$ cat src/rtl/riscv_pkg.sv
// Shared definitions for the fetch stage and the blocks around it.
//   fetch_state_e    : fetch FSM encoding (FETCH=0, WAIT=1, ISSUED=2, HALT=3)
//   OPCODE_WIDTH     : width of the opcode field handed to the decoder
//   NOP_INSTR        : canonical NOP (addi x0, x0, 0) loaded into the IR on reset
//   DEFAULT_RESET_PC : text segment base, default reset value of the PC
package riscv_pkg;

  typedef enum logic [1:0] {
    ST_FETCH  = 2'd0,
    ST_WAIT   = 2'd1,
    ST_ISSUED = 2'd2,
    ST_HALT   = 2'd3
  } fetch_state_e;

  localparam int          OPCODE_WIDTH     = 7;
  localparam logic [31:0] NOP_INSTR        = 32'h0000_0013;
  localparam logic [31:0] DEFAULT_RESET_PC = 32'h0040_0000;

endpackage

$ cat src/rtl/pc_register.sv
// Generic DATA_WIDTH register with a load enable and an asynchronous,
// active-low reset to RESET_VALUE. Holds the PC here; intended for reuse as a
// pipeline register.
// Ports:
//   clk    : rising-edge clock
//   reset  : asynchronous active-low reset
//   load_i : capture d_i on the next rising edge
//   d_i    : next value
//   q_o    : current value
module pc_register #(
  parameter int                    DATA_WIDTH  = 32,
  parameter logic [DATA_WIDTH-1:0] RESET_VALUE = '0
) (
  input  logic                  clk,
  input  logic                  reset,
  input  logic                  load_i,
  input  logic [DATA_WIDTH-1:0] d_i,
  output logic [DATA_WIDTH-1:0] q_o
);

  logic [DATA_WIDTH-1:0] value_q;
  logic [DATA_WIDTH-1:0] value_d;

  always_comb begin
    value_d = load_i ? d_i : value_q;
  end

  always_ff @(posedge clk or negedge reset) begin
    if (!reset) begin
      value_q <= RESET_VALUE;
    end else begin
      value_q <= value_d;
    end
  end

  assign q_o = value_q;

endmodule

$ cat src/rtl/instruction_fetch.sv
// Instruction fetch stage feeding the main decoder.
// Holds the PC, requests instruction words over a req/ack handshake, latches
// the returned word into the instruction register and presents its opcode.
// The PC advances (PC+4 or branch target) when the instruction is released.
// Ports:
//   clk, reset        : rising-edge clock, asynchronous active-low reset
//   stall_i           : hold the issued instruction
//   branch_taken_i    : take branch_target_i at release
//   branch_target_i   : branch destination
//   imem_req_o/addr_o : instruction memory request and address (= pc_o)
//   imem_ack_i/rdata_i: memory response
//   instr_o, op_o     : instruction register and gated opcode field
//   pc_o, pc_plus4_o  : current PC and PC+4 (link value)
//   instr_valid_o     : instr_o/op_o hold a valid instruction
// Build option FETCH_MISALIGN_CHECK_EN: adds misalign_o; a taken branch to a
// non word-aligned target halts the stage until reset. Without it, the low
// two target bits are cleared instead.
module instruction_fetch
  import riscv_pkg::*;
#(
  parameter int                    DATA_WIDTH = 32,
  parameter logic [DATA_WIDTH-1:0] RESET_PC   = DATA_WIDTH'(DEFAULT_RESET_PC)
) (
  input  logic                    clk,
  input  logic                    reset,
  input  logic                    stall_i,
  input  logic                    branch_taken_i,
  input  logic [DATA_WIDTH-1:0]   branch_target_i,
  output logic                    imem_req_o,
  output logic [DATA_WIDTH-1:0]   imem_addr_o,
  input  logic                    imem_ack_i,
  input  logic [DATA_WIDTH-1:0]   imem_rdata_i,
  output logic [DATA_WIDTH-1:0]   instr_o,
  output logic [OPCODE_WIDTH-1:0] op_o,
  output logic [DATA_WIDTH-1:0]   pc_o,
  output logic [DATA_WIDTH-1:0]   pc_plus4_o,
  output logic                    instr_valid_o
`ifdef FETCH_MISALIGN_CHECK_EN
  ,
  output logic                    misalign_o
`endif
);

  localparam logic [DATA_WIDTH-1:0] ALIGN_MASK = ~DATA_WIDTH'(3);

  fetch_state_e          state_q, state_d;
  logic                  req_q, req_d;
  logic                  valid_q, valid_d;
  logic [DATA_WIDTH-1:0] instr_q, instr_d;
  logic [DATA_WIDTH-1:0] pc_q;
  logic [DATA_WIDTH-1:0] pc_next;
  logic [DATA_WIDTH-1:0] pc_plus4;
  logic                  pc_load;
`ifdef FETCH_MISALIGN_CHECK_EN
  logic                  misalign_q, misalign_d;
`endif

  pc_register #(
    .DATA_WIDTH  (DATA_WIDTH),
    .RESET_VALUE (RESET_PC)
  ) u_pc_register (
    .clk    (clk),
    .reset  (reset),
    .load_i (pc_load),
    .d_i    (pc_next),
    .q_o    (pc_q)
  );

  // Wraps modulo 2^DATA_WIDTH by construction.
  assign pc_plus4 = pc_q + DATA_WIDTH'(4);

  always_comb begin
    state_d = state_q;
    req_d   = req_q;
    valid_d = valid_q;
    instr_d = instr_q;
    pc_load = 1'b0;
    pc_next = pc_q;
`ifdef FETCH_MISALIGN_CHECK_EN
    misalign_d = misalign_q;
`endif
    case (state_q)
      ST_FETCH: begin
        req_d   = 1'b1;
        state_d = ST_WAIT;
      end
      // Address is pc_q, which only moves at release, so it is stable here.
      ST_WAIT: begin
        if (imem_ack_i) begin
          instr_d = imem_rdata_i;
          valid_d = 1'b1;
          req_d   = 1'b0;
          state_d = ST_ISSUED;
        end
      end
      // Branch inputs are only looked at on the release cycle.
      ST_ISSUED: begin
        if (!stall_i) begin
          valid_d = 1'b0;
          state_d = ST_FETCH;
          pc_load = 1'b1;
          if (branch_taken_i) begin
`ifdef FETCH_MISALIGN_CHECK_EN
            pc_next = branch_target_i;
            if (branch_target_i[1:0] != 2'b00) begin
              misalign_d = 1'b1;
              state_d    = ST_HALT;
            end
`else
            pc_next = branch_target_i & ALIGN_MASK;
`endif
          end else begin
            pc_next = pc_plus4;
          end
        end
      end
      // HALT: parked until reset, no requests and nothing valid.
      default: begin
        req_d   = 1'b0;
        valid_d = 1'b0;
      end
    endcase
  end

  always_ff @(posedge clk or negedge reset) begin
    if (!reset) begin
      state_q <= ST_FETCH;
      req_q   <= 1'b0;
      valid_q <= 1'b0;
      instr_q <= DATA_WIDTH'(NOP_INSTR);
`ifdef FETCH_MISALIGN_CHECK_EN
      misalign_q <= 1'b0;
`endif
    end else begin
      state_q <= state_d;
      req_q   <= req_d;
      valid_q <= valid_d;
      instr_q <= instr_d;
`ifdef FETCH_MISALIGN_CHECK_EN
      misalign_q <= misalign_d;
`endif
    end
  end

  assign imem_req_o    = req_q;
  assign imem_addr_o   = pc_q;
  assign pc_o          = pc_q;
  assign pc_plus4_o    = pc_plus4;
  assign instr_o       = instr_q;
  assign instr_valid_o = valid_q;
  // Zero opcode during fetch gaps keeps the decoder in its no-write default.
  assign op_o          = valid_q ? instr_q[OPCODE_WIDTH-1:0] : '0;
`ifdef FETCH_MISALIGN_CHECK_EN
  assign misalign_o    = misalign_q;
`endif

endmodule

$ cat config.mk
export PLATFORM = sky130hd
export DESIGN_NAME = instruction_fetch
export DESIGN_NICKNAME = d
export VERILOG_FILES = /design/src/rtl/riscv_pkg.sv /design/src/rtl/pc_register.sv /design/src/rtl/instruction_fetch.sv
export SDC_FILE = /design/constraint.sdc
export NUM_CORES = 1
export LEC_CHECK = 0
export BUFFER_PORTS_ARGS = -buffer_cell sky130_fd_sc_hd__buf_4
export CORE_MARGIN = 2
export CORE_UTILIZATION = 50
export CTS_CLUSTER_DIAMETER = 100
export DETAILED_ROUTE_END_ITERATION = 10
export HOLD_SLACK_MARGIN = 0.06
export PLACE_DENSITY = 0.86
export SLEW_MARGIN = 20
export SYNTH_ARGS = -nofsm -noshare
export SYNTH_HDL_FRONTEND = slang
export SYNTH_SLANG_ARGS = --single-unit
$ cat constraint.sdc
create_clock -name clk -period 2.8 [get_ports clk]
set_input_delay 0.28 -clock clk [delete_from_list [all_inputs] [get_ports clk]]
set_output_delay 0.28 -clock clk [all_outputs]
set_load 0.02 [all_outputs]
==> results.sh, run 1 <==
export IMPL_leakage_nw=2.66
export IMPL_worst_path_buf_inv=1
export IMPL_crit_type="reg -> out"
export IMPL_critPathSlowestCell="dfrtp_1"
export IMPL_r2r_end="u_pc_register.q_o[29]"
export IMPL_placed_area_um2=5480
export IMPL_grt_use_met3_pct=3.87
export IMPL_design_area_um2=5690
export IMPL_cp_max_fo=11
export IMPL_synth_top_cell_area_share_pct=37.1
export IMPL_start_util_pct=51.2
export IMPL_fin_setup_tns_ps=0
export IMPL_first_pass_iters=5
export IMPL_outcome="finished clean"
export IMPL_critPathArrivalTime_ps=2340
export IMPL_worstSkewPairLatency_ps=340
export IMPL_place_ws_ps=581
export IMPL_clk_path_buf_depth=2
export IMPL_grt_pass1_wl_um=18300
export IMPL_final_common_cell="buf_4"
export IMPL_path_clk_slew_ps=80
export IMPL_grt_usage_pct=25.9
export IMPL_cts_hold_buffers=0
export IMPL_cts_setup_buffers=0
export IMPL_max_freq_mhz=382
export IMPL_coreArea_um2=8180
export IMPL_irDropWorstVdd_uv=596
export IMPL_async_flop_share_pct=100
export IMPL_pwr_share_seq_pct=29.9
export IMPL_drv_slew=0
export IMPL_synth_main_ff_cell="dfrtp_1"
export IMPL_routedWlPerCell_um=17.1
export IMPL_syn_instance_count=434
export IMPL_rows=33
export IMPL_drt_total_wl_um=12000
export IMPL_p_switching_mw=2.91
export IMPL_synth_seq_area_share_pct=39.6
export IMPL_grt_use_met2_pct=43.8
export IMPL_fin_ws_ps=183
export IMPL_grt_pass1_vias=3615
export IMPL_dieArea_um2=9120
export IMPL_via_count=3948
export IMPL_reg2reg_from="state_q[0]"
export IMPL_synthDistinctLibCells=56
export IMPL_cts_tree="yes"
export IMPL_worstSetupStartpointType="flip-flop"
export IMPL_end_kind="primary output"
export IMPL_mostFrequentLayoutCells="buf_4 (203), dfrtp_1 (62), mux2_2 (34), nand2_1 (24), nor3_1 (20)"
export IMPL_power_internal_mw=3.56
export IMPL_hp_class="in -> async"
export IMPL_chipWidth_um=95.5
export IMPL_cts_root_buf="clkbuf_8"
export IMPL_clockPowerShare_pct=13.4
export IMPL_grt_overflow=0
export IMPL_tightest_slew_ps=870
export IMPL_cap_violations=0
export IMPL_finalCriticalPeriod_ps=2620
export IMPL_busiest_layer="met2"
export IMPL_route_detailed_drc=0
export IMPL_combPwrFrac_pct=56.7
export IMPL_cts_repair_resized=0
export IMPL_hold_violations=0
export IMPL_path_cells="nand3_1 > nor4_4 > and3_1 > xor2_1 > buf_4"
export IMPL_drt_initial_drc_count=159
export IMPL_yosys_warnings=0
export IMPL_startpoint="u_pc_register.q_o[10]"
export IMPL_critPathTopFamily="simple AND/OR/NAND/NOR gates"
export IMPL_fin_crit_sh_pct=93.5
export IMPL_grt_max_degree=67
export IMPL_cpPeakStageDelay_ps=590
export IMPL_switching_share_pct=45.0
export IMPL_powerDensity_nw_per_um2=1140
export IMPL_dp_final_hpwl_um=8590
export IMPL_synth_largest_area_cell="dfrtp_1"
export IMPL_r2r_slack_ps=530
export IMPL_drive_gt1_share_pct=45.0
export IMPL_slew_headroom_pct=42.0
export IMPL_cts_sinks=66
export IMPL_diodes=0
export IMPL_yosys_top_cells_area="dfrtp_1 (37%), mux2_2 (9.2%), buf_4 (7.0%)"
export IMPL_reg2reg_depth=7
export IMPL_synth_edf_count=0
export IMPL_use_met1_pct=33.8
export IMPL_antenna_found_initial=0
export IMPL_io_buffers=197
export IMPL_fp_dieH_um=95.5
export IMPL_rsz0062_at_grt="false"
export IMPL_drtAntennaViolNets=0
export IMPL_nets=666
export IMPL_htreeDepth=3
export IMPL_io_pins=206
export IMPL_fin_skew_ps=9.11
export IMPL_place_congestion=0.847
export IMPL_setup_violations=0
export IMPL_cts_inserted_buffers=9
export IMPL_ys_ff_latch=66
export IMPL_worstPathRequired_ps=2520
export IMPL_avgSynthCellArea_um2=9.64
export IMPL_vias_per_cell=5.63
export IMPL_netlist_area_um2=4180
export IMPL_syn2layout_area_growth_pct=35.9
[power groups by stage]
stage	Clock (mW)	Combinational, mW	Sequential [mW]
4_1_cts	0.889	3.69	1.93
3_3_place_gp	0	3.60	1.90
5_1_grt	0.933	3.92	2.02
6_report	0.871	3.67	1.93
2_1_floorplan	0	1.90	2.31
3_5_place_dp	0	3.68	1.95
[through the flow]
stage	total power [mW]	utilization, %	hold slack (ps)	cells
6_report	6.48	69.6	50.3	701
5_1_grt	6.87	69.6	107	701
4_1_cts	6.51	69.6	73.9	701
3_5_place_dp	5.62	67.0	449	685
3_3_place_gp	5.50	67.0	443	685
2_1_floorplan	4.21	-	-15.6	439
[metal layers]
| metal | vias up | part of all wire (%) |
|---|---|---|
| met4 | 0 | 1.7 |
| met2 | 166 | 52 |
| met5 | - | 0 |
| li1 | 1845 | - |
| met3 | 15 | 5.6 |
| met1 | 1922 | 41 |
[Yosys cell counts (11+ instances only)]
cell      count
and3_1       15
nor2_1       18
xor2_1       11
mux2_2       34
xnor2_1      16
dfrtp_1      62
nor3_1       20
nand3_1      17
clkbuf_1     16
a21oi_1      14
nand2_1      24
inv_1        13
buf_4        39
o21ai_0      17
[worst reg2reg max path: cells and delay by family, from the launching register on]
kind            cells  cell delay [ps]
flops               1              420
buf+inv             2              450
compound gates      2              270
simple gates        2              750
fa+ha+maj           1              250
[worst max path at each step]
stage,cells past startpoint,slack [ps],endpoint
2_1_floorplan,5,610,pc_plus4_o[30]
3_3_place_gp,5,640,pc_plus4_o[28]
3_5_place_dp,7,580,u_pc_register.q_o[29]
4_1_cts,5,200,pc_plus4_o[27]
5_1_grt,5,60,pc_plus4_o[17]
6_report,5,180,pc_plus4_o[27]
[cell families after synthesis]
kind of cell	count (synthesis)	share of synthesized area (%)
AND/OR/NAND/NOR	143	19.9
AO/OA/AOI/OAI	78	12.5
buffers and inverters	75	10.3
flip-flops	66	39.6
multiplexers	38	10.1
XOR/XNOR	27	5.65
adder cells (fa/ha/maj)	6	1.79
other	1	0.0896
[layout make-up]
type,count,area (µm²)
fill,655,2490
inverter,13,48.8
tap,105,131
clock inverter,5,78.8
sequential,66,1660
clock buffer,11,131
timing repair buffer,203,1520
multi-input combinational,298,2120
[state kept, by name (all words and copies together) (netlist names)]
| name | count |
|---|---|
| imem_req_o | 1 |
| instr_o | 32 |
| instr_valid_o | 1 |
| state_q | 2 |
| u_pc_register.q_o | 30 |
Power figures use the tool's default switching activity.
==> run 2: changes to the inputs <==
--- a/config.mk
+++ b/config.mk
@@ -7,11 +7,11 @@
 export LEC_CHECK = 0
 export BUFFER_PORTS_ARGS = -buffer_cell sky130_fd_sc_hd__buf_4
 export CORE_MARGIN = 2
-export CORE_UTILIZATION = 50
+export CORE_UTILIZATION = 42
 export CTS_CLUSTER_DIAMETER = 100
 export DETAILED_ROUTE_END_ITERATION = 10
 export HOLD_SLACK_MARGIN = 0.06
-export PLACE_DENSITY = 0.86
+export PLACE_DENSITY = 0.77
 export SLEW_MARGIN = 20
 export SYNTH_ARGS = -nofsm -noshare
 export SYNTH_HDL_FRONTEND = slang
==> constraint.sdc (replaced) <==
create_clock -name clk -period 2.2 [get_ports clk]
set_input_delay 0.22 -clock clk [delete_from_list [all_inputs] [get_ports clk]]
set_output_delay 0.22 -clock clk [all_outputs]
set_load 0.02 [all_outputs]
==> results.sh, run 2 (synthesis gave the netlist of run 1 again) <==
export IMPL_nets=705
export IMPL_drtAntennaViolNets=0
export IMPL_mostFrequentLayoutCells="buf_4 (238), dfrtp_1 (54), mux2_2 (34), nand2_1 (23), o21ai_0 (17)"
export IMPL_path_clk_slew_ps=80
export IMPL_place_ws_ps=142
export IMPL_drv_slew=0
export IMPL_grt_pass1_wl_um=20200
export IMPL_irDropWorstVdd_uv=817
export IMPL_leakage_nw=2.88
export IMPL_via_count=4135
export IMPL_vias_per_cell=5.38
export IMPL_fin_crit_sh_pct=100
export IMPL_drt_initial_drc_count=208
export IMPL_finalPower_mw=8.99
export IMPL_final_common_cell="buf_4"
export IMPL_critPathArrivalTime_ps=1980
export IMPL_switching_share_pct=43.5
export IMPL_grt_max_degree=67
export IMPL_start_util_pct=43.0
export IMPL_cp_max_fo=3
export IMPL_setup_violations=1
export IMPL_fin_skew_ps=8.75
export IMPL_powerDensity_nw_per_um2=1440
export IMPL_combPwrFrac_pct=59.1
export IMPL_worstHoldEndpoint="instr_o[16]"
export IMPL_fillerInstances=809
export IMPL_dieArea_um2=10800
export IMPL_worstHoldPathCells=2
export IMPL_fin_ws_ps=-4.92
export IMPL_route_detailed_drc=0
export IMPL_grt_pass1_vias=3978
export IMPL_syn2layout_area_growth_pct=48.9
export IMPL_drive_gt1_share_pct=53.1
export IMPL_first_pass_iters=5
export IMPL_p_switching_mw=3.91
export IMPL_cts_inserted_buffers=9
export IMPL_clockPowerShare_pct=15.2
export IMPL_worstSkewPairLatency_ps=350
export IMPL_cts_sinks=66
export IMPL_path_cells="ha_4 > nand3_1 > buf_4 > nor3_2 > and3_1 > xor2_1 > buf_4"
export IMPL_grt_usage_pct=23.1
export IMPL_hold_violations=0
export IMPL_fp_dieH_um=104
export IMPL_chipWidth_um=104
export IMPL_largest_reg_flops=32
export IMPL_place_congestion=0.850
export IMPL_worstSetupStartpointType="flip-flop"
export IMPL_cpPeakStageDelay_ps=420
export IMPL_cts_root_buf="clkbuf_8"
export IMPL_hp_class="in -> reg"
export IMPL_outcome="finished, violations left"
export IMPL_finalCriticalPeriod_ps=2200
export IMPL_slew_headroom_pct=41.3
export IMPL_worstPathRequired_ps=1980
export IMPL_pwr_share_seq_pct=25.7
export IMPL_reg2reg_from="u_pc_register.q_o[3]"
export IMPL_critPathSlowestCell="dfrtp_1"
export IMPL_min_from="imem_rdata_i[16]"
export IMPL_io_buffers=197
export IMPL_r2r_end="u_pc_register.q_o[23]"
export IMPL_antenna_found_initial=0
export IMPL_r2r_slack_ps=370
export IMPL_critPathTopFamily="simple AND/OR/NAND/NOR gates"
export IMPL_cts_tree="yes"
export IMPL_rsz0062_at_grt="true"
export IMPL_tightest_slew_ps=881
export IMPL_rows=36
export IMPL_io_pins=206
export IMPL_end_kind="primary output"
export IMPL_grt_overflow=0
export IMPL_worst_path_buf_inv=2
export IMPL_cap_violations=0
export IMPL_clk_path_buf_depth=2
export IMPL_crit_type="reg -> out"
export IMPL_htreeDepth=3
export IMPL_power_internal_mw=5.08
export IMPL_max_freq_mhz=454
export IMPL_coreArea_um2=9730
export IMPL_failed_checks="setup timing"
export IMPL_diodes=0
export IMPL_dp_final_hpwl_um=9190
export IMPL_worst_path_most_repeated_cell="buf_4"
export IMPL_drt_total_wl_um=12900
export IMPL_routedWlPerCell_um=16.8
export IMPL_reg2reg_depth=6
[run 2: cell count changes in the layout (fill, tap and decap cells not counted), sizes merged]
cell	before	now
buf	203	240
nand4	12	13
dlygate4sd3	0	1
clkinv	3	2
clkbuf	11	9
bufinv	2	4
clkinvlp	0	1
[run 2: power by group through the flow]
stage                     sequential, mW  combinational (mW)  clock, mW
after detailed placement            2.31                5.05          0
after global placement              2.25                4.98          0
final                               2.31                5.31       1.37
after CTS                           2.31                5.16       1.39
after global routing                2.38                5.63       1.45
after floorplan                     2.94                2.42          0
[run 2: final cells by class]
cell class	instances	area, µm²	share of cell area [%]
repair buffers	241	1830	29.3
clock inverters	7	141	2.27
well taps	133	166	2.67
clock buffers	9	124	1.99
multi-input cells	299	2260	36.2
inverters	13	48.8	0.783
flip-flops and latches	66	1670	26.7
[run 2: metal layers]
layer  vias up  share of wire (%)  GRT usage, %
met5         -                  0             0
met4         0                1.6          8.30
li1       1921                  -             -
met1      1981                 40          28.5
met2       216                 50          39.8
met3        17                8.0          4.72
[run 2: worst reg2reg max path: stages, from the launching register on]
cell	delay (ps)
dfrtp_1	420
buf_4	160
and4_4	270
nand4_4	130
buf_4	180
or4_1	480
o211ai_1	100
[run 2: through the flow]
step / hold slack (ps) / area [µm²] / TNS (ps) / utilization (%) / instances
finish: 104 / 6230 / -4.92 / 64.0 / 768
detailed placement: 391 / 5700 / 0 / 58.6 / 736
global placement: 378 / 5700 / 0 / 58.6 / 736
CTS: 89.9 / 6070 / -138 / 62.3 / 756
global route: 89.9 / 6230 / -547 / 64.0 / 768
floorplan: -75.6 / 4200 / 0 / - / 439
[run 2: how the worst max path moves through the flow]
stage	from	to	slack (ps)	cells past startpoint
2_1_floorplan	u_pc_register.q_o[15]	pc_plus4_o[30]	70	5
3_3_place_gp	u_pc_register.q_o[17]	pc_plus4_o[28]	200	5
3_5_place_dp	u_pc_register.q_o[2]	pc_plus4_o[26]	140	6
4_1_cts	u_pc_register.q_o[3]	pc_plus4_o[14]	-40	7
5_1_grt	u_pc_register.q_o[3]	pc_plus4_o[29]	-100	7
6_report	u_pc_register.q_o[3]	pc_plus4_o[14]	-5	7
[run 2: what timing repair did]
action / CTS / global route
buffers inserted: 3 / 11
gates cloned: 0 / 1
hold endpoints to repair: 62 / 0
hold buffers: 1 / 0
pin swaps: 2 / 7
gates resized for setup: 23 / 19
setup endpoints to repair: 19 / 19
